$ cat src/rtl/mips_host_ctrl_pkg.sv
// mips_host_ctrl_pkg
// Shared definitions for the mips host-access controller: host command
// encodings, controller state encoding and reset-value constants.
package mips_host_ctrl_pkg;

  // Host command channel encodings (host_cmd)
  typedef enum logic [1:0] {
    CMD_WI    = 2'b00,  // write instruction memory
    CMD_WD    = 2'b01,  // write data memory
    CMD_START = 2'b10,  // launch a core run
    CMD_RD    = 2'b11   // read data memory
  } host_cmd_e;

  // Controller states
  typedef enum logic [1:0] {
    ST_IDLE    = 2'b00,
    ST_RD_WAIT = 2'b01,
    ST_RUN     = 2'b10
  } ctrl_state_e;

  // Reset values
  localparam ctrl_state_e RST_STATE = ST_IDLE;
  localparam logic        RST_FLAG  = 1'b0;

endpackage

$ cat src/rtl/mips_host_ctrl_if.sv
// mips_host_ctrl_if
// Host command / response channel of the mips host-access controller.
//   host_valid/host_ready : command handshake (accepted when both high)
//   host_cmd              : command code (see host_cmd_e)
//   host_adr/host_wdata   : word address and write data of the command
//   rsp_valid/rsp_data    : one-cycle read response strobe and data
// master = external host, slave = controller.
interface mips_host_ctrl_if #(
  parameter int unsigned WIDTH   = 32,
  parameter int unsigned ADRBITS = 10
);
  logic                          host_valid;
  logic                          host_ready;
  mips_host_ctrl_pkg::host_cmd_e host_cmd;
  logic [ADRBITS-1:0]            host_adr;
  logic [WIDTH-1:0]              host_wdata;
  logic                          rsp_valid;
  logic [WIDTH-1:0]              rsp_data;

  modport master (
    output host_valid, host_cmd, host_adr, host_wdata,
    input  host_ready, rsp_valid, rsp_data
  );

  modport slave (
    input  host_valid, host_cmd, host_adr, host_wdata,
    output host_ready, rsp_valid, rsp_data
  );
endinterface

$ cat src/rtl/mips_host_ctrl_run_timer.sv
// mips_host_ctrl_run_timer
// Saturating run-cycle counter.
//   clk, reset : clock, asynchronous active-high reset
//   clr        : synchronous clear (priority over en)
//   en         : count one cycle
//   count      : current count, sticks at 2**TOBITS-1
//   sat        : high on an enabled cycle whose increment reaches (or is
//                already at) saturation, i.e. the last countable cycle
module mips_host_ctrl_run_timer #(
  parameter int unsigned TOBITS = 16
) (
  input  logic              clk,
  input  logic              reset,
  input  logic              clr,
  input  logic              en,
  output logic [TOBITS-1:0] count,
  output logic              sat
);

  localparam logic [TOBITS-1:0] CNT_MAX  = '1;
  localparam logic [TOBITS-1:0] CNT_LAST = {{(TOBITS-1){1'b1}}, 1'b0};
  localparam logic [TOBITS-1:0] CNT_ONE  = {{(TOBITS-1){1'b0}}, 1'b1};

  always_ff @(posedge clk or posedge reset) begin
    if (reset) begin
      count <= '0;
    end else if (clr) begin
      count <= '0;
    end else if (en && (count != CNT_MAX)) begin
      count <= count + CNT_ONE;
    end
  end

  // Asserted one cycle early so the controller leaves RUN on the same edge
  // that the counter reaches its maximum.
  assign sat = en && (count >= CNT_LAST);

endmodule

$ cat src/rtl/mips_host_ctrl.sv
// mips_host_ctrl
// Host-access controller between an external host, the mips core and its
// instruction/data memories. One FSM (IDLE / RD_WAIT / RUN) owns all memory
// port arbitration: program load, data preload, run launch, run monitoring
// with cycle count and timeout, and registered data-memory readback.
//
// Ports:
//   clk, reset          : clock, asynchronous active-high reset
//   host                : host command/response channel (slave modport)
//   core_start          : one-cycle start pulse to the core (registered)
//   core_done           : core done level
//   core_we/adr/wdata   : core data-memory write request (used only in RUN)
//   imem_we/adr/wdata   : instruction memory write port
//   dmem_we/adr/wdata   : data memory port
//   dmem_rdata          : data memory read data, 1-cycle synchronous latency
//   run_cycles          : cycles spent in last/current run
//   busy                : high in RUN
//   timeout             : sticky, last run hit counter saturation
//   ran_ok              : sticky, last run ended by core_done
module mips_host_ctrl
  import mips_host_ctrl_pkg::*;
#(
  parameter int unsigned WIDTH   = 32,
  parameter int unsigned ADRBITS = 10,
  parameter int unsigned TOBITS  = 16
) (
  input  logic               clk,
  input  logic               reset,
  mips_host_ctrl_if.slave    host,
  output logic               core_start,
  input  logic               core_done,
  input  logic               core_we,
  input  logic [ADRBITS-1:0] core_adr,
  input  logic [WIDTH-1:0]   core_wdata,
  output logic               imem_we,
  output logic [ADRBITS-1:0] imem_adr,
  output logic [WIDTH-1:0]   imem_wdata,
  output logic               dmem_we,
  output logic [ADRBITS-1:0] dmem_adr,
  output logic [WIDTH-1:0]   dmem_wdata,
  input  logic [WIDTH-1:0]   dmem_rdata,
  output logic [TOBITS-1:0]  run_cycles,
  output logic               busy,
  output logic               timeout,
  output logic               ran_ok
);

  ctrl_state_e        state, state_n;
  logic               host_ready_c;
  logic               accept;
  logic               rsp_valid_c;
  logic [WIDTH-1:0]   rsp_data_c;
  logic               start_acc;
  logic               tmr_en;
  logic               tmr_sat;
  logic               set_ok;
  logic               set_to;
  logic [ADRBITS-1:0] dmem_adr_q;

  // Commands are refused while reset is held so every output stays low.
  assign host_ready_c = (state == ST_IDLE) && !reset;
  assign accept       = host.host_valid && host_ready_c;

  assign host.host_ready = host_ready_c;
  assign host.rsp_valid  = rsp_valid_c;
  assign host.rsp_data   = rsp_data_c;
  assign busy            = (state == ST_RUN);

  mips_host_ctrl_run_timer #(
    .TOBITS (TOBITS)
  ) u_run_timer (
    .clk   (clk),
    .reset (reset),
    .clr   (start_acc),
    .en    (tmr_en),
    .count (run_cycles),
    .sat   (tmr_sat)
  );

  always_ff @(posedge clk or posedge reset) begin
    if (reset) begin
      state      <= RST_STATE;
      core_start <= RST_FLAG;
      timeout    <= RST_FLAG;
      ran_ok     <= RST_FLAG;
      dmem_adr_q <= '0;
    end else begin
      state      <= state_n;
      core_start <= start_acc;
      dmem_adr_q <= dmem_adr;
      if (start_acc) begin
        timeout <= 1'b0;
        ran_ok  <= 1'b0;
      end else if (set_ok) begin
        ran_ok  <= 1'b1;
        timeout <= 1'b0;
      end else if (set_to) begin
        timeout <= 1'b1;
      end
    end
  end

  always_comb begin
    state_n     = state;
    imem_we     = 1'b0;
    imem_adr    = '0;
    imem_wdata  = '0;
    dmem_we     = 1'b0;
    dmem_adr    = dmem_adr_q;
    dmem_wdata  = '0;
    rsp_valid_c = 1'b0;
    rsp_data_c  = '0;
    start_acc   = 1'b0;
    tmr_en      = 1'b0;
    set_ok      = 1'b0;
    set_to      = 1'b0;

    case (state)
      ST_IDLE: begin
        if (accept) begin
          case (host.host_cmd)
            CMD_WI: begin
              imem_we    = 1'b1;
              imem_adr   = host.host_adr;
              imem_wdata = host.host_wdata;
            end
            CMD_WD: begin
              dmem_we    = 1'b1;
              dmem_adr   = host.host_adr;
              dmem_wdata = host.host_wdata;
            end
            CMD_RD: begin
              dmem_adr = host.host_adr;
              state_n  = ST_RD_WAIT;
            end
            CMD_START: begin
              start_acc = 1'b1;
              state_n   = ST_RUN;
            end
            default: ;
          endcase
        end
      end

      ST_RD_WAIT: begin
        // dmem_adr_q still holds the read address, so memory keeps it.
        rsp_valid_c = 1'b1;
        rsp_data_c  = dmem_rdata;
        state_n     = ST_IDLE;
      end

      ST_RUN: begin
        tmr_en     = 1'b1;
        dmem_we    = core_we;
        dmem_adr   = core_adr;
        dmem_wdata = core_wdata;
        // Done is not trusted during the start pulse; done beats timeout.
        if (core_done && !core_start) begin
          set_ok  = 1'b1;
          state_n = ST_IDLE;
        end else if (tmr_sat) begin
          set_to  = 1'b1;
          state_n = ST_IDLE;
        end
      end

      default: state_n = ST_IDLE;
    endcase
  end

endmodule
$ cat src/flat_wrapper.sv
// flat-port wrapper written by rule: the top's interface ports become plain ports
module mips_host_ctrl_flat import mips_host_ctrl_pkg::*;
#(
  parameter int unsigned WIDTH   = 32,
  parameter int unsigned ADRBITS = 10,
  parameter int unsigned TOBITS  = 16
)
  (clk, reset, core_start, core_done, core_we, core_adr, core_wdata, imem_we, imem_adr, imem_wdata, dmem_we, dmem_adr, dmem_wdata, dmem_rdata, run_cycles, busy, timeout, ran_ok, host_host_valid, host_host_cmd, host_host_adr, host_host_wdata, host_host_ready, host_rsp_valid, host_rsp_data);
  mips_host_ctrl_if #(.WIDTH(WIDTH), .ADRBITS(ADRBITS)) host_i ();
  input  logic clk;
  input  logic reset;
  output logic core_start;
  input  logic core_done;
  input  logic core_we;
  input  logic [ADRBITS-1:0] core_adr;
  input  logic [WIDTH-1:0] core_wdata;
  output logic imem_we;
  output logic [ADRBITS-1:0] imem_adr;
  output logic [WIDTH-1:0] imem_wdata;
  output logic dmem_we;
  output logic [ADRBITS-1:0] dmem_adr;
  output logic [WIDTH-1:0] dmem_wdata;
  input  logic [WIDTH-1:0] dmem_rdata;
  output logic [TOBITS-1:0] run_cycles;
  output logic busy;
  output logic timeout;
  output logic ran_ok;
  input wire logic [$bits(host_i.host_valid)-1:0] host_host_valid;
  input wire logic [$bits(host_i.host_cmd)-1:0] host_host_cmd;
  input wire logic [$bits(host_i.host_adr)-1:0] host_host_adr;
  input wire logic [$bits(host_i.host_wdata)-1:0] host_host_wdata;
  output wire logic [$bits(host_i.host_ready)-1:0] host_host_ready;
  output wire logic [$bits(host_i.rsp_valid)-1:0] host_rsp_valid;
  output wire logic [$bits(host_i.rsp_data)-1:0] host_rsp_data;
  assign host_i.host_valid = host_host_valid;
  assign host_i.host_cmd = host_host_cmd;
  assign host_i.host_adr = host_host_adr;
  assign host_i.host_wdata = host_host_wdata;
  assign host_host_ready = host_i.host_ready;
  assign host_rsp_valid = host_i.rsp_valid;
  assign host_rsp_data = host_i.rsp_data;
  mips_host_ctrl #(.WIDTH(WIDTH), .ADRBITS(ADRBITS), .TOBITS(TOBITS)) u_core (.clk(clk), .reset(reset), .host(host_i), .core_start(core_start), .core_done(core_done), .core_we(core_we), .core_adr(core_adr), .core_wdata(core_wdata), .imem_we(imem_we), .imem_adr(imem_adr), .imem_wdata(imem_wdata), .dmem_we(dmem_we), .dmem_adr(dmem_adr), .dmem_wdata(dmem_wdata), .dmem_rdata(dmem_rdata), .run_cycles(run_cycles), .busy(busy), .timeout(timeout), .ran_ok(ran_ok));
endmodule
$ cat config.mk
export PLATFORM = sky130hd
export DESIGN_NAME = mips_host_ctrl_flat
export DESIGN_NICKNAME = d
export VERILOG_FILES = /design/src/rtl/mips_host_ctrl_pkg.sv /design/src/rtl/mips_host_ctrl_if.sv /design/src/rtl/mips_host_ctrl_run_timer.sv /design/src/rtl/mips_host_ctrl.sv /design/src/flat_wrapper.sv
export SDC_FILE = /design/constraint.sdc
export NUM_CORES = 1
export LEC_CHECK = 0
export ABC_AREA = 1
export BUFFER_PORTS_ARGS = -buffer_cell sky130_fd_sc_hd__buf_4
export CAP_MARGIN = 25
export CORE_AREA = 2 2 102 104
export CTS_BUF_LIST = sky130_fd_sc_hd__clkbuf_4 sky130_fd_sc_hd__clkbuf_8 sky130_fd_sc_hd__clkbuf_16
export CTS_CLUSTER_SIZE = 25
export DETAILED_ROUTE_END_ITERATION = 16
export DIE_AREA = 0 0 104 106
export HOLD_SLACK_MARGIN = 0.03
export PLACE_DENSITY = 0.66
export REMOVE_ABC_BUFFERS = 1
export SYNTH_ARGS = -nofsm -noshare
export SYNTH_HDL_FRONTEND = slang
export SYNTH_SLANG_ARGS = --single-unit
$ cat constraint.sdc
create_clock -name clk -period 3.15 [get_ports clk]
set_input_delay 0.4725 -clock clk [delete_from_list [all_inputs] [get_ports clk]]
set_output_delay 0.4725 -clock clk [all_outputs]
set_load 0.01 [all_outputs]
## Word-level counts from Yosys, hierarchy flattened

Cells that the tools add are included.

| storage, ports and cells | value |
|---|---|
| bits in read-only memories | 0 |
| RAM bits | 0 |
| word-level logic and storage cells | 72 |
| bits in latches | 0 |
| register bits | 31 |
| memories | 0 |

| cells by class | value |
|---|---|
| multiply operators | 0 |
| divide/modulo/power cells | 0 |
| shift operators | 0 |
| reductions and logical operators | 14 |
| equal/unequal tests | 9 |
| multiplexer cells | 41 |
| order comparisons | 1 |
| bitwise gates (word level) | 0 |
| $add $sub $neg | 1 |

Operator list:

| operator | number |
|---|---|
| $mux W32 | 6 |
| $pmux W32 S2 | 1 |
| $mux W10 | 5 |
| $mux W16 | 2 |
| $mux W1 | 20 |
| $pmux W10 S2 | 1 |
| $add A16 B1 Y16 const B | 1 |
| $ge A16 B16 Y1 const B | 1 |
| $ne A16 B16 Y1 const B | 1 |
| $pmux W2 S2 | 2 |
| $eq A2 B2 Y1 const B | 3 |
| $mux W2 | 3 |
| $logic_and A1 B1 Y1 | 5 |
| $eq A2 B1 Y1 const B | 2 |
| $logic_not A2 Y1 | 2 |
| $reduce_bool A2 Y1 | 2 |
| $ne A3 B1 Y1 const B | 1 |
| $ne A3 B3 Y1 const B | 1 |
| $reduce_and A3 Y1 | 1 |
| $reduce_bool A3 Y1 | 1 |
| $logic_not A1 Y1 | 2 |
| $ne A2 B1 Y1 const B | 1 |
| $pmux W1 S2 | 1 |
| $reduce_or A2 Y1 | 1 |

## Depth between registers and ports, before layout

Gate-level depths: netlist (run 1).

| depth | value |
|---|---|
| depth after elaboration | 9 |
| depth in mapped cells | 10 |
| depth with buffers taken out | 9 |

## Cells and area by module

Synthesis (run 1) repeated with hierarchy kept, for this count alone.

| second synthesis, totals | value |
|---|---|
| cells, all modules | 555 |
| area, all modules | 3034.2 um^2 |

Modules (own cells, without submodules):

| module | instances | area an instance (um^2) | cells each |
|---|---|---|---|
| mips_host_ctrl | 1 | 1956.9 | 407 |
| mips_host_ctrl_run_timer | 1 | 1077.3 | 148 |

## Worst setup path before layout (run 1)

Ideal clock, no wire load.

| timing path | value |
|---|---|
| kind | input -> output |
| start point | in reset |
| end point | out dmem_adr[2] |
| data required time | 2.677 ns |
| arrival time | 2.171 ns |
| cell stages on the path | 6 |
| slack | 0.506 ns |
| path through | inv_1 > nand3_4 > nor2_4 > buf_6 > o21ai_0 > o21bai_1 |

| between the ends | value |
|---|---|
| longest elaborated chain between the ends | 5 |

Ends and longest elaborated chain:

| what | line | text |
|---|---|---|
| start: declaration | flat_wrapper.sv:11 | `input logic reset;` |
| $logic_not A1 Y1 | mips_host_ctrl.sv:61 | `assign host_ready_c = (state == ST_IDLE) && !reset;` |
| $logic_and A1 B1 Y1 | mips_host_ctrl.sv:61 |  |
| $logic_and A1 B1 Y1 | mips_host_ctrl.sv:62 | `assign accept = host.host_valid && host_ready_c;` |
| $mux W10 | mips_host_ctrl.sv:120 | `if (accept) begin` |
| $pmux W10 S2 | mips_host_ctrl.sv:118 | `case (state)` |
| end: declaration | flat_wrapper.sv:21 | `output logic [ADRBITS-1:0] dmem_adr;` |

No other way between the ends.

## Final worst setup path (run 1)

| timing path | value |
|---|---|
| start point | reg u_core.state[1] |
| end point | out dmem_wdata[4] |

| between the ends | value |
|---|---|
| longest elaborated chain between the ends | 5 |
| elaborated cells between the ends (all ways) | 6 |
| those cells by class | 1 x eq/ne; 2 x mux; 3 x reduce/logical |

Ends and longest elaborated chain:

| what | line | text |
|---|---|---|
| start: declaration | mips_host_ctrl.sv:48 | `ctrl_state_e state, state_n;` |
| start signal: assignment | mips_host_ctrl.sv:88 | `state <= state_n;` |
| $logic_not A2 Y1 | mips_host_ctrl.sv:61, mips_host_ctrl.sv:118 |  |
| $logic_and A1 B1 Y1 | mips_host_ctrl.sv:61 |  |
| $logic_and A1 B1 Y1 | mips_host_ctrl.sv:62 |  |
| $mux W32 | mips_host_ctrl.sv:120 |  |
| $pmux W32 S2 (*) | mips_host_ctrl.sv:118 |  |
| end: declaration | flat_wrapper.sv:22 | `output logic [WIDTH-1:0] dmem_wdata;` |

Mark *: on every way between the ends. The rest lies on a longest branch, timed or not.

==> run metrics, run 1 <==
cell internal pwr 1.22 mW; largest net degree at the start of global routing 33; post-route minimum period 2730 ps; Post-synth EDFFs 0; Clock Skew 9.56 ps; Yosys top cell area share 26.8%; asr flop ratio synth 100%; # rows 37; Post-DP Area 4970 µm²; clk_lat worst skew 280 ps; f_max 0.366 GHz; Port-buffer cells 262; post-route cell area 5060 µm²; peak supply drop 0.000284 V; Psw 869 µW; GRT Overall Usage 21.8%; # diodes 0; Tot Pwr 2.09 mW; CTS resizes 0; # hold bufs at CTS 0; RSZ-0062 raised after global routing false; sequential-to-total area share from yosys stat 26.8%; fin. max-slew vios 0; R2R Setup Slk 920 ps; Switching Share 41.5%; CP Cell Sequence nor2_4 > nand3_4 > nor2_4 > nand2_4 > o21ai_0 > buf_4; Logic pwr share 55.9%; IO Pins 263; Residual DRC 0; Final #Nets 865; Final setup viols 0; synth warn 0; CP Max Fanout 28; CTS tree done; Max Cap Viol 0; max_slew headroom 41.4%; Synth Cell Area 2900 µm²; Worst-Margin Slew 878 ps; Synth Instances 485; Post-CTS Setup Inserts 0; post-route ant nets 0; First DRT Iteration DRCs 304; Clock power frac 15.3%; Netlist cell types 32; HPWL Detailed 10400 µm; type of origin of the critical path flip-flop; DIE AREA 11000 µm²; clk sinks 31; Synth Flop Type dfrtp_1; register share of total power 28.7%; H-tree Lvls 2; Synth area leaders dfrtp_1, nand2_1, nor2_1, inv_1, o21ai_2; vias per cell 4.51; most frequent CP cell nor2_4; Tightest Hold Check Type in2async; share of cells above drive strength 1 42.2%; CTS Root Buffer Type clkbuf_8; total number of vias 3948; CORE AREA 10000 µm²; final period utilization 86.7%; outcome completed; final WL 12700 µm; total negative slack 0 ps; CTS Buf Count 5; initial antenna violation count 0; endpoints failing hold 0; Synth Area per Inst 5.97 µm²; cell accounting for the most synthesized area dfrtp_1; Longest Clk Path Bufs 2; FILL cells 1055; power per cell area 414 nW/µm²; total gr overflow 0; Die H 106 µm; multi-input logic area 1630 µm²; first-pass GRT wire length 19500 µm; vias in the first global route 3718; Crit. End Element output pin; synthesized flop and latch total 31; CP max stage delay 440 ps; top cells by count, synth nand2_1, nor2_1, inv_1; Layout area overhead 74.6%; critical path type reg2out; GPL Wtd Cong 0.928; First-pass DRT Iterations 5; Initial Utilization 29.0%; count leader, synth nand2_1; Pleak 2.97 nW; WP data required 2680 ps; drt wl/cell 14.4 µm; Clk pin slew, worst setup/hold paths 70 ps; Seq. cell area 776 µm²; Max stage delay cell, worst path dfrtp_1; Arrival @ worst endpoint 2260 ps; die width 104 µm
cells by family after synthesis:
group | after synthesis | synth area share [%]
AO/OA/AOI/OAI | 63 | 15.0
XOR/XNOR | 3 | 0.907
adder cells (fa/ha/maj) | 2 | 0.863
buffers and inverters | 118 | 17.1
flip-flops | 31 | 26.8
AND/OR/NAND/NOR | 268 | 39.4
through the flow:
step / hold slack (ps) / worst slack (ps) / std cells / util, %
after global placement: 478 / 724 / 869 / 49.7
final: 371 / 419 / 876 / 50.6
after global routing: 401 / 245 / 876 / 50.6
after floorplan: 529 / 215 / 466 / -
after detailed placement: 482 / 626 / 869 / 49.7
after CTS: 391 / 380 / 876 / 50.6
layout make-up:
class	count	area share [%]
sequential	31	15.3
timing repair buffer	267	39.9
multi-input combinational	336	32.3
clock inverter	1	0.0989
clock buffer	6	1.63
inverter	99	7.44
tap	136	3.36
critical path: cells and delay by family (launching register included):
| family | cells | cell delay (ps) |
|---|---|---|
| AOI/OAI and AO/OA | 1 | 300 |
| DFF | 1 | 440 |
| buffers and inverters | 1 | 160 |
| and+or+nand+nor | 4 | 1060 |
flip-flops by register name (all words and copies together), names as in the netlist:
register / cells
u_core.u_run_timer.count: 16
u_core.dmem_adr_q: 10
u_core.state: 2
u_core.core_start: 1
u_core.ran_ok: 1
u_core.timeout: 1
power groups by stage:
stage	clock network, mW	registers [mW]	logic (mW)
global placement	0	0.601	1.16
global route	0.348	0.615	1.28
floorplan	0	0.612	0.515
CTS	0.334	0.599	1.18
finish	0.321	0.601	1.17
detailed placement	0	0.606	1.18
layout by cell type, fill, tap and decap left out, types with 2 or more instances in the layout:
| master | instances |
|---|---|
| clkbuf_8 | 6 |
| ha_1 | 2 |
| nor2_1 | 109 |
| nand2_1 | 118 |
| inv_4 | 2 |
| a22oi_1 | 4 |
| o21bai_1 | 3 |
| xor2_1 | 3 |
| or2_2 | 3 |
| dfrtp_1 | 31 |
| inv_1 | 96 |
| nor2_4 | 4 |
| o21ai_2 | 19 |
| nand4_1 | 15 |
| buf_4 | 266 |
| nand3_1 | 10 |
| o31ai_1 | 5 |
| o21ai_0 | 23 |
| a21oi_1 | 6 |
| nor2_2 | 3 |
worst paths after layout:
check,from,end,cells past startpoint
setup / recovery,u_core.state[1],dmem_wdata[4],6
min in group clk,core_adr[3],u_core.dmem_adr_q[3],3
setup reg to reg,u_core.state[0],u_core.u_run_timer.count[1],7
max in group asynchronous,reset,u_core.dmem_adr_q[6],3
hold reg to reg,u_core.timeout,u_core.timeout,1
hold / removal,reset,u_core.dmem_adr_q[0],3
layer usage:
layer | global-route usage (%) | vias up | share of wire, %
li1 | - | 1971 | -
met1 | 26.6 | 1828 | 41
met2 | 39.8 | 139 | 52
met3 | 5.09 | 10 | 6.3
met4 | 3.38 | 0 | 0.86
met5 | 0 | - | 0
Power figures use the tool's default switching activity.
==> inputs of run 2 (changes only) <==
--- a/config.mk
+++ b/config.mk
@@ -8,14 +8,15 @@
 export ABC_AREA = 1
 export BUFFER_PORTS_ARGS = -buffer_cell sky130_fd_sc_hd__buf_4
 export CAP_MARGIN = 25
-export CORE_AREA = 2 2 102 104
+export CORE_AREA = 2 2 103 105
 export CTS_BUF_LIST = sky130_fd_sc_hd__clkbuf_4 sky130_fd_sc_hd__clkbuf_8 sky130_fd_sc_hd__clkbuf_16
 export CTS_CLUSTER_SIZE = 25
 export DETAILED_ROUTE_END_ITERATION = 16
-export DIE_AREA = 0 0 104 106
+export DIE_AREA = 0 0 105 107
 export HOLD_SLACK_MARGIN = 0.03
 export PLACE_DENSITY = 0.66
 export REMOVE_ABC_BUFFERS = 1
 export SYNTH_ARGS = -nofsm -noshare
 export SYNTH_HDL_FRONTEND = slang
+export SYNTH_HIERARCHICAL = 1
 export SYNTH_SLANG_ARGS = --single-unit
==> run 2 against run 1 <==
Clock skew is 3.0 ps lower. Design area is 2.7% higher. Largest cell class unchanged. Combinational power is 46% lower. Synthesized cell count is 14% higher. Critical endpoint is now dmem_adr[4]. Highest routed layer unchanged. First-iteration DRC count is 5.6% lower. Final cell count is 7.4% higher. Setup slack better by 49 ps. Sequential share of layout area is 0.41 points lower. Flip-flop and latch count stayed put. Count of clock-buffer cells in the layout stayed put. Non-clock buffer count is 1 higher. Via count is 5.5% higher.
==> run metrics, run 2 <==
drt wl/cell 13.5 µm (-6.3%); reg-to-reg critical path endpoint u_core/u_run_timer/count[12]; CTS resizes 0 (unchanged); die width 105 µm (+0.96%); total gr overflow 0 (unchanged); count leader, synth nand2_1; max FFs per register 16 (unchanged); commonest non-fill, non-tap cell in the layout buf_4; GRT Overall Usage 21.5% (-0.33 points); largest registers u_core/u_run_timer/count: 16 flops, u_core/dmem_adr_q: 10 flops, u_core/state: 2 flops; first-pass GRT wire length 19600 µm (+0.25%); total number of vias 4165 (+5.5%); Tightest Hold Check Type in2async; RR Startpoint u_core/state[0]; Fin Hold WS 251 ps (-120 ps); First-pass DRT Iterations 4 (-1); Clk pin slew, worst setup/hold paths 70 ps (about the same); cell internal pwr 1.02 mW (-17%); # hold bufs at CTS 0 (unchanged); clk_lat worst skew 280 ps (about the same); CTS Root Buffer Type clkbuf_8; Synth Cell Area 3030 µm² (+4.7%); Seq. cell area 776 µm² (unchanged); Post-CTS Setup Inserts 0 (unchanged); Pleak 3.14 nW (+5.6%); First DRT Iteration DRCs 287 (-5.6%); Post-DP Area 5080 µm² (+2.2%); Arrival @ worst endpoint 2210 ps (-50 ps); Top reg by flops u_core/u_run_timer/count; Worst-Margin Slew 743 ps (-135 ps); # rows 37 (unchanged); CTS Buf Count 5 (unchanged); largest net degree at the start of global routing 34 (+3.0%); post-route ant nets 0 (unchanged); Synth area leaders dfrtp_1, nand2_1, nor2_1, inv_1, o21ai_1; initial antenna violation count 0 (unchanged); Worst Setup SP u_core/state[0]; HPWL Detailed 10100 µm (-2.7%); Yosys top cell area share 25.6% (-1.2 points); cell accounting for the most synthesized area dfrtp_1; total negative slack 0 ps (unchanged); Final #Nets 929 (+7.4%); f_max 0.373 GHz (+1.8%); R2R Setup Slk 730 ps (-190 ps); Residual DRC 0 (unchanged); Critical Path End dmem_adr[4]; peak supply drop 0.000282 V (-0.91%); final WL 12700 µm (+0.64%); Initial Utilization 30.1% (+1.1 points); Logic pwr share 40.2% (-16 points); Reg2Reg Depth 7 (unchanged); Synth Instances 555 (+14%); FILL cells 1054 (-0.095%); synthesized flop and latch total 31 (unchanged); vias in the first global route 3756 (+1.0%); CTS tree done; Layout area overhead 71.3%; multi-input logic area 1770 µm² (+8.4%); sequential-to-total area share from yosys stat 25.6% (-1.2 points); RSZ-0062 raised after global routing false; Die H 107 µm (+0.94%); type of origin of the critical path flip-flop; Crit. End Element output pin; synth warn 6 (+6); Post-synth EDFFs 0 (unchanged); outcome completed; post-route cell area 5200 µm² (+2.7%); H-tree Lvls 2 (unchanged); commonest non-fill, non-tap cells in the layout buf_4, nand2_1, nor2_1; IO Pins 263 (unchanged); Switching Share 35.2% (-6.3 points); Synth Flop Type dfrtp_1; # diodes 0 (unchanged); clk sinks 31 (unchanged); Clock Skew 6.56 ps (-3.00 ps); vias per cell 4.43 (-1.8%); asr flop ratio synth 100% (unchanged); Netlist cell types 25 (-22%); DIE AREA 11200 µm² (+1.9%); Psw 554 µW (-36%); share of cells above drive strength 1 36.4% (-5.8 points); GPL Wtd Cong 1.05 (+13%); Synth Area per Inst 5.47 µm² (-8.5%); Clock power frac 26.4% (+11 points); max_slew headroom 50.3% (+8.9 points); CORE AREA 10100 µm² (+0.93%); Longest Clk Path Bufs 2 (unchanged); fin. max-slew vios 0 (unchanged); register share of total power 33.4% (+4.7 points); critical path type reg2out; CP Max Fanout 23 (-18%); Port-buffer cells 262 (unchanged); power per cell area 303 nW/µm² (-27%); final period utilization 85.2% (-1.6 points); post-route minimum period 2680 ps (-48.9 ps); endpoints failing hold 0 (unchanged); Max Cap Viol 0 (unchanged); WP data required 2680 ps (about the same); Final setup viols 0 (unchanged); top cells by count, synth nand2_1, nor2_1, inv_1
[run 2: power groups by stage]
stage	combinational (mW)	sequential (mW)	clock (mW)
2_1_floorplan	0.273	0.528	0
3_3_place_gp	0.625	0.529	0
3_5_place_dp	0.633	0.532	0
4_1_cts	0.636	0.525	0.421
5_1_grt	0.698	0.535	0.446
6_report	0.633	0.526	0.415
[run 2: final cells by class]
class	count	share of cell area [%]
sequential	31	14.9
clock inverter	2	0.674
clock buffer	6	1.59
inverter	94	6.79
multi-input combinational	404	34.0
tap	136	3.27
timing repair buffer	268	38.7
[run 2: worst min path at each step]
stage	endpoint	slack, ps	cells after the start
after CTS	u_core/dmem_adr_q[3]	250	3
after global placement	u_core/ran_ok	490	2
after global routing	u_core/dmem_adr_q[3]	270	3
after floorplan	u_core/u_run_timer/count[0]	390	1
after detailed placement	u_core/ran_ok	510	2
final	u_core/dmem_adr_q[6]	250	3
[run 2: cell families after synthesis]
group	share of synthesized area, %
buffers and inverters	16.3
adders and majority gates	0.825
xor gates and xnor gates	1.73
AOI/OAI and AO/OA	6.93
DFF	25.6
and+or+nand+nor	48.6
[run 2: routing by layer]
layer,GRT usage [%],wire (µm),vias to the layer above
met5,0,0,-
met4,4.76,192,0
met3,6.26,1060,14
met2,34.6,5940,159
met1,28.5,5540,1844
li1,-,-,2148
[run 2: stage by stage]
step,setup WS [ps],power (mW),util (%),instances
floorplan,667,0.802,-,529
global placement,778,1.15,50.3,933
CTS,470,1.58,51.5,941
global route,297,1.68,51.5,941
detailed placement,707,1.17,50.3,933
finish,468,1.57,51.5,941
[run 2: worst max-delay path, stage by stage (launching register included)]
cell	delay, ps
dfrtp_1	580
nor2_4	580
buf_4	330
nand2_1	80
nand2_1	70
inv_1	40
nand2_1	100
buf_4	140
==> inputs of run 3 (changes only) <==
--- a/config.mk
+++ b/config.mk
@@ -13,9 +13,9 @@
 export CTS_CLUSTER_SIZE = 25
 export DETAILED_ROUTE_END_ITERATION = 16
 export DIE_AREA = 0 0 105 107
-export HOLD_SLACK_MARGIN = 0.03
 export PLACE_DENSITY = 0.66
 export REMOVE_ABC_BUFFERS = 1
+export SKIP_CTS_REPAIR_TIMING = 1
 export SYNTH_ARGS = -nofsm -noshare
 export SYNTH_HDL_FRONTEND = slang
 export SYNTH_HIERARCHICAL = 1
==> constraint.sdc (replaced) <==
create_clock -name clk -period 2.5 [get_ports clk]
set_input_delay 0.375 -clock clk [delete_from_list [all_inputs] [get_ports clk]]
set_output_delay 0.375 -clock clk [all_outputs]
set_load 0.01 [all_outputs]
==> run 3 against run 2 <==
Flip-flop and latch count stayed put. First-iteration DRC count is 3.8% higher. Sequential power is 26% higher. Largest cell class unchanged. Critical path type unchanged. Highest routed layer unchanged. Critical endpoint is now dmem_adr[3]. Clock skew is 2.9 ps lower. Wire length is 5.4% higher.
==> run metrics, run 3 (synthesis results as in run 2) <==
First DRT Iteration DRCs 298 (+3.8%); Max Cap Viol 0 (unchanged); Top reg by flops u_core/u_run_timer/count; Port-buffer cells 262 (unchanged); Longest Clk Path Bufs 2 (unchanged); Final #Nets 932 (+0.32%); vias per cell 4.47 (+1.0%); IO Pins 263 (unchanged); post-route cell area 5230 µm² (+0.60%); total number of vias 4221 (+1.3%); type of origin of the critical path flip-flop; Initial Utilization 30.1% (unchanged); Critical Path End dmem_adr[3]; Pleak 3.16 nW (+0.80%); largest net degree at the start of global routing 34 (unchanged); initial antenna violation count 0 (unchanged); largest registers u_core/u_run_timer/count: 16 flops, u_core/dmem_adr_q: 10 flops, u_core/state: 2 flops; RSZ-0062 raised after global routing false; GRT Overall Usage 23.0% (+1.5 points); CP Max Fanout 31 (+35%); most frequent CP cell nand2_1; clk sinks 31 (unchanged); Clk pin slew, worst setup/hold paths 70 ps (about the same); H-tree Lvls 2 (unchanged); CTS Root Buffer Type clkbuf_8; Reg2Reg Depth 8 (+1); # rows 37 (unchanged); Layout area overhead 72.3%; drt wl/cell 14.2 µm (+5.0%); final WL 13400 µm (+5.4%); fin. max-slew vios 0 (unchanged); total gr overflow 0 (unchanged); Tightest Hold Check Type in2async; power per cell area 381 nW/µm² (+26%); # diodes 0 (unchanged); WP data required 2120 ps (-560 ps); Worst-Margin Slew 641 ps (-102 ps); Arrival @ worst endpoint 1950 ps (-260 ps); total negative slack 0 ps (unchanged); peak supply drop 0.000532 V (+89%); pre-CTS setup slack 358 ps (-348 ps); commonest non-fill, non-tap cells in the layout buf_4, nand2_1, nor2_1; post-route minimum period 2320 ps; CTS tree done; f_max 0.430 GHz; die width 105 µm (unchanged); CORE AREA 10100 µm² (unchanged); Clock Skew 3.69 ps (-2.88 ps); RR Startpoint u_core/state[0]; CP Cell Sequence nor2_4 > buf_6 > nand2_1 > nand2_1 > inv_1 > nand2_1 > buf_4; HPWL Detailed 10900 µm (+7.2%); final period utilization 92.9%; Crit. End Element output pin; vias in the first global route 3962 (+5.5%); First-pass DRT Iterations 5 (+1); CP max stage delay 570 ps (about the same); Final Util 51.8% (+0.31 points); critical path type reg2out; commonest non-fill, non-tap cell in the layout buf_4; post-route ant nets 0 (unchanged); first-pass GRT wire length 20600 µm (+5.5%); Final setup viols 0 (unchanged); GPL Wtd Cong 1.00 (-4.7%); max FFs per register 16 (unchanged); R2R Setup Slk 420 ps (-310 ps); Residual DRC 0 (unchanged); reg-to-reg critical path endpoint u_core/u_run_timer/count[10]; share of cells above drive strength 1 36.6% (+0.24 points); outcome completed; Die H 107 µm (unchanged); DIE AREA 11200 µm² (unchanged); Max stage delay cell, worst path dfrtp_1; Final WS setup 177 ps (-291 ps); max_slew headroom 57.2% (+6.9 points); Post-DP Area 5100 µm² (+0.44%); endpoints failing hold 0 (unchanged); Worst Setup SP u_core/state[0]; clk_lat worst skew 280 ps (about the same); CTS Buf Count 5 (unchanged)
run 3: cell count changes in the layout (fill, tap and decap cells not counted):
cell / delta
nand2_4: +1
buf_6: +1
buf_4: +2
nand2_2: -1
run 3: layer usage:
layer  share of wire [%]  GRT usage, %  vias to the layer above  wire length (µm)
li1                    -             -                     2155                 -
met3                 6.8          3.65                       19               911
met5                   0             0                        -                 0
met2                  48          39.8                      183              6400
met1                  44          30.1                     1864              5880
met4                 1.7          5.14                        0               227
run 3: cell type report:
cell class | count | area (µm²)
clock buffer | 6 | 82.6
clock inverter | 2 | 35.0
fill | 1056 | 4860
inverter | 94 | 353
multi-input combinational | 404 | 1770
sequential | 31 | 776
tap | 136 | 170
timing repair buffer | 271 | 2040
run 3: through the flow:
stage | std cells | hold WS [ps] | total power [mW]
floorplan | 529 | 289 | 1.01
global placement | 936 | 483 | 1.47
detailed placement | 936 | 485 | 1.48
CTS | 944 | 174 | 2.01
global route | 944 | 204 | 2.13
finish | 944 | 174 | 1.99
run 3: how the worst min path moves through the flow:
stage / end / slack [ps] / depth (start not counted)
finish: u_core/dmem_adr_q[3] / 170 / 3
global route: u_core/dmem_adr_q[3] / 200 / 3
CTS: u_core/dmem_adr_q[2] / 170 / 3
detailed placement: u_core/state[0] / 480 / 3
global placement: u_core/dmem_adr_q[2] / 480 / 3
floorplan: u_core/u_run_timer/count[0] / 290 / 1
run 3: worst max-delay path: cells and delay by family, from the launching register on:
| family | cells | cell delay, ps |
|---|---|---|
| DFF | 1 | 570 |
| and+or+nand+nor | 4 | 620 |
| buffers and inverters | 3 | 460 |
run 3: power by group:
part	internal [mW]	leakage (nW)	switching (mW)
Clock	0.322	0.0612	0.197
Combinational	0.392	2.69	0.416
Sequential	0.575	0.412	0.0902
Total	1.29	3.16	0.703
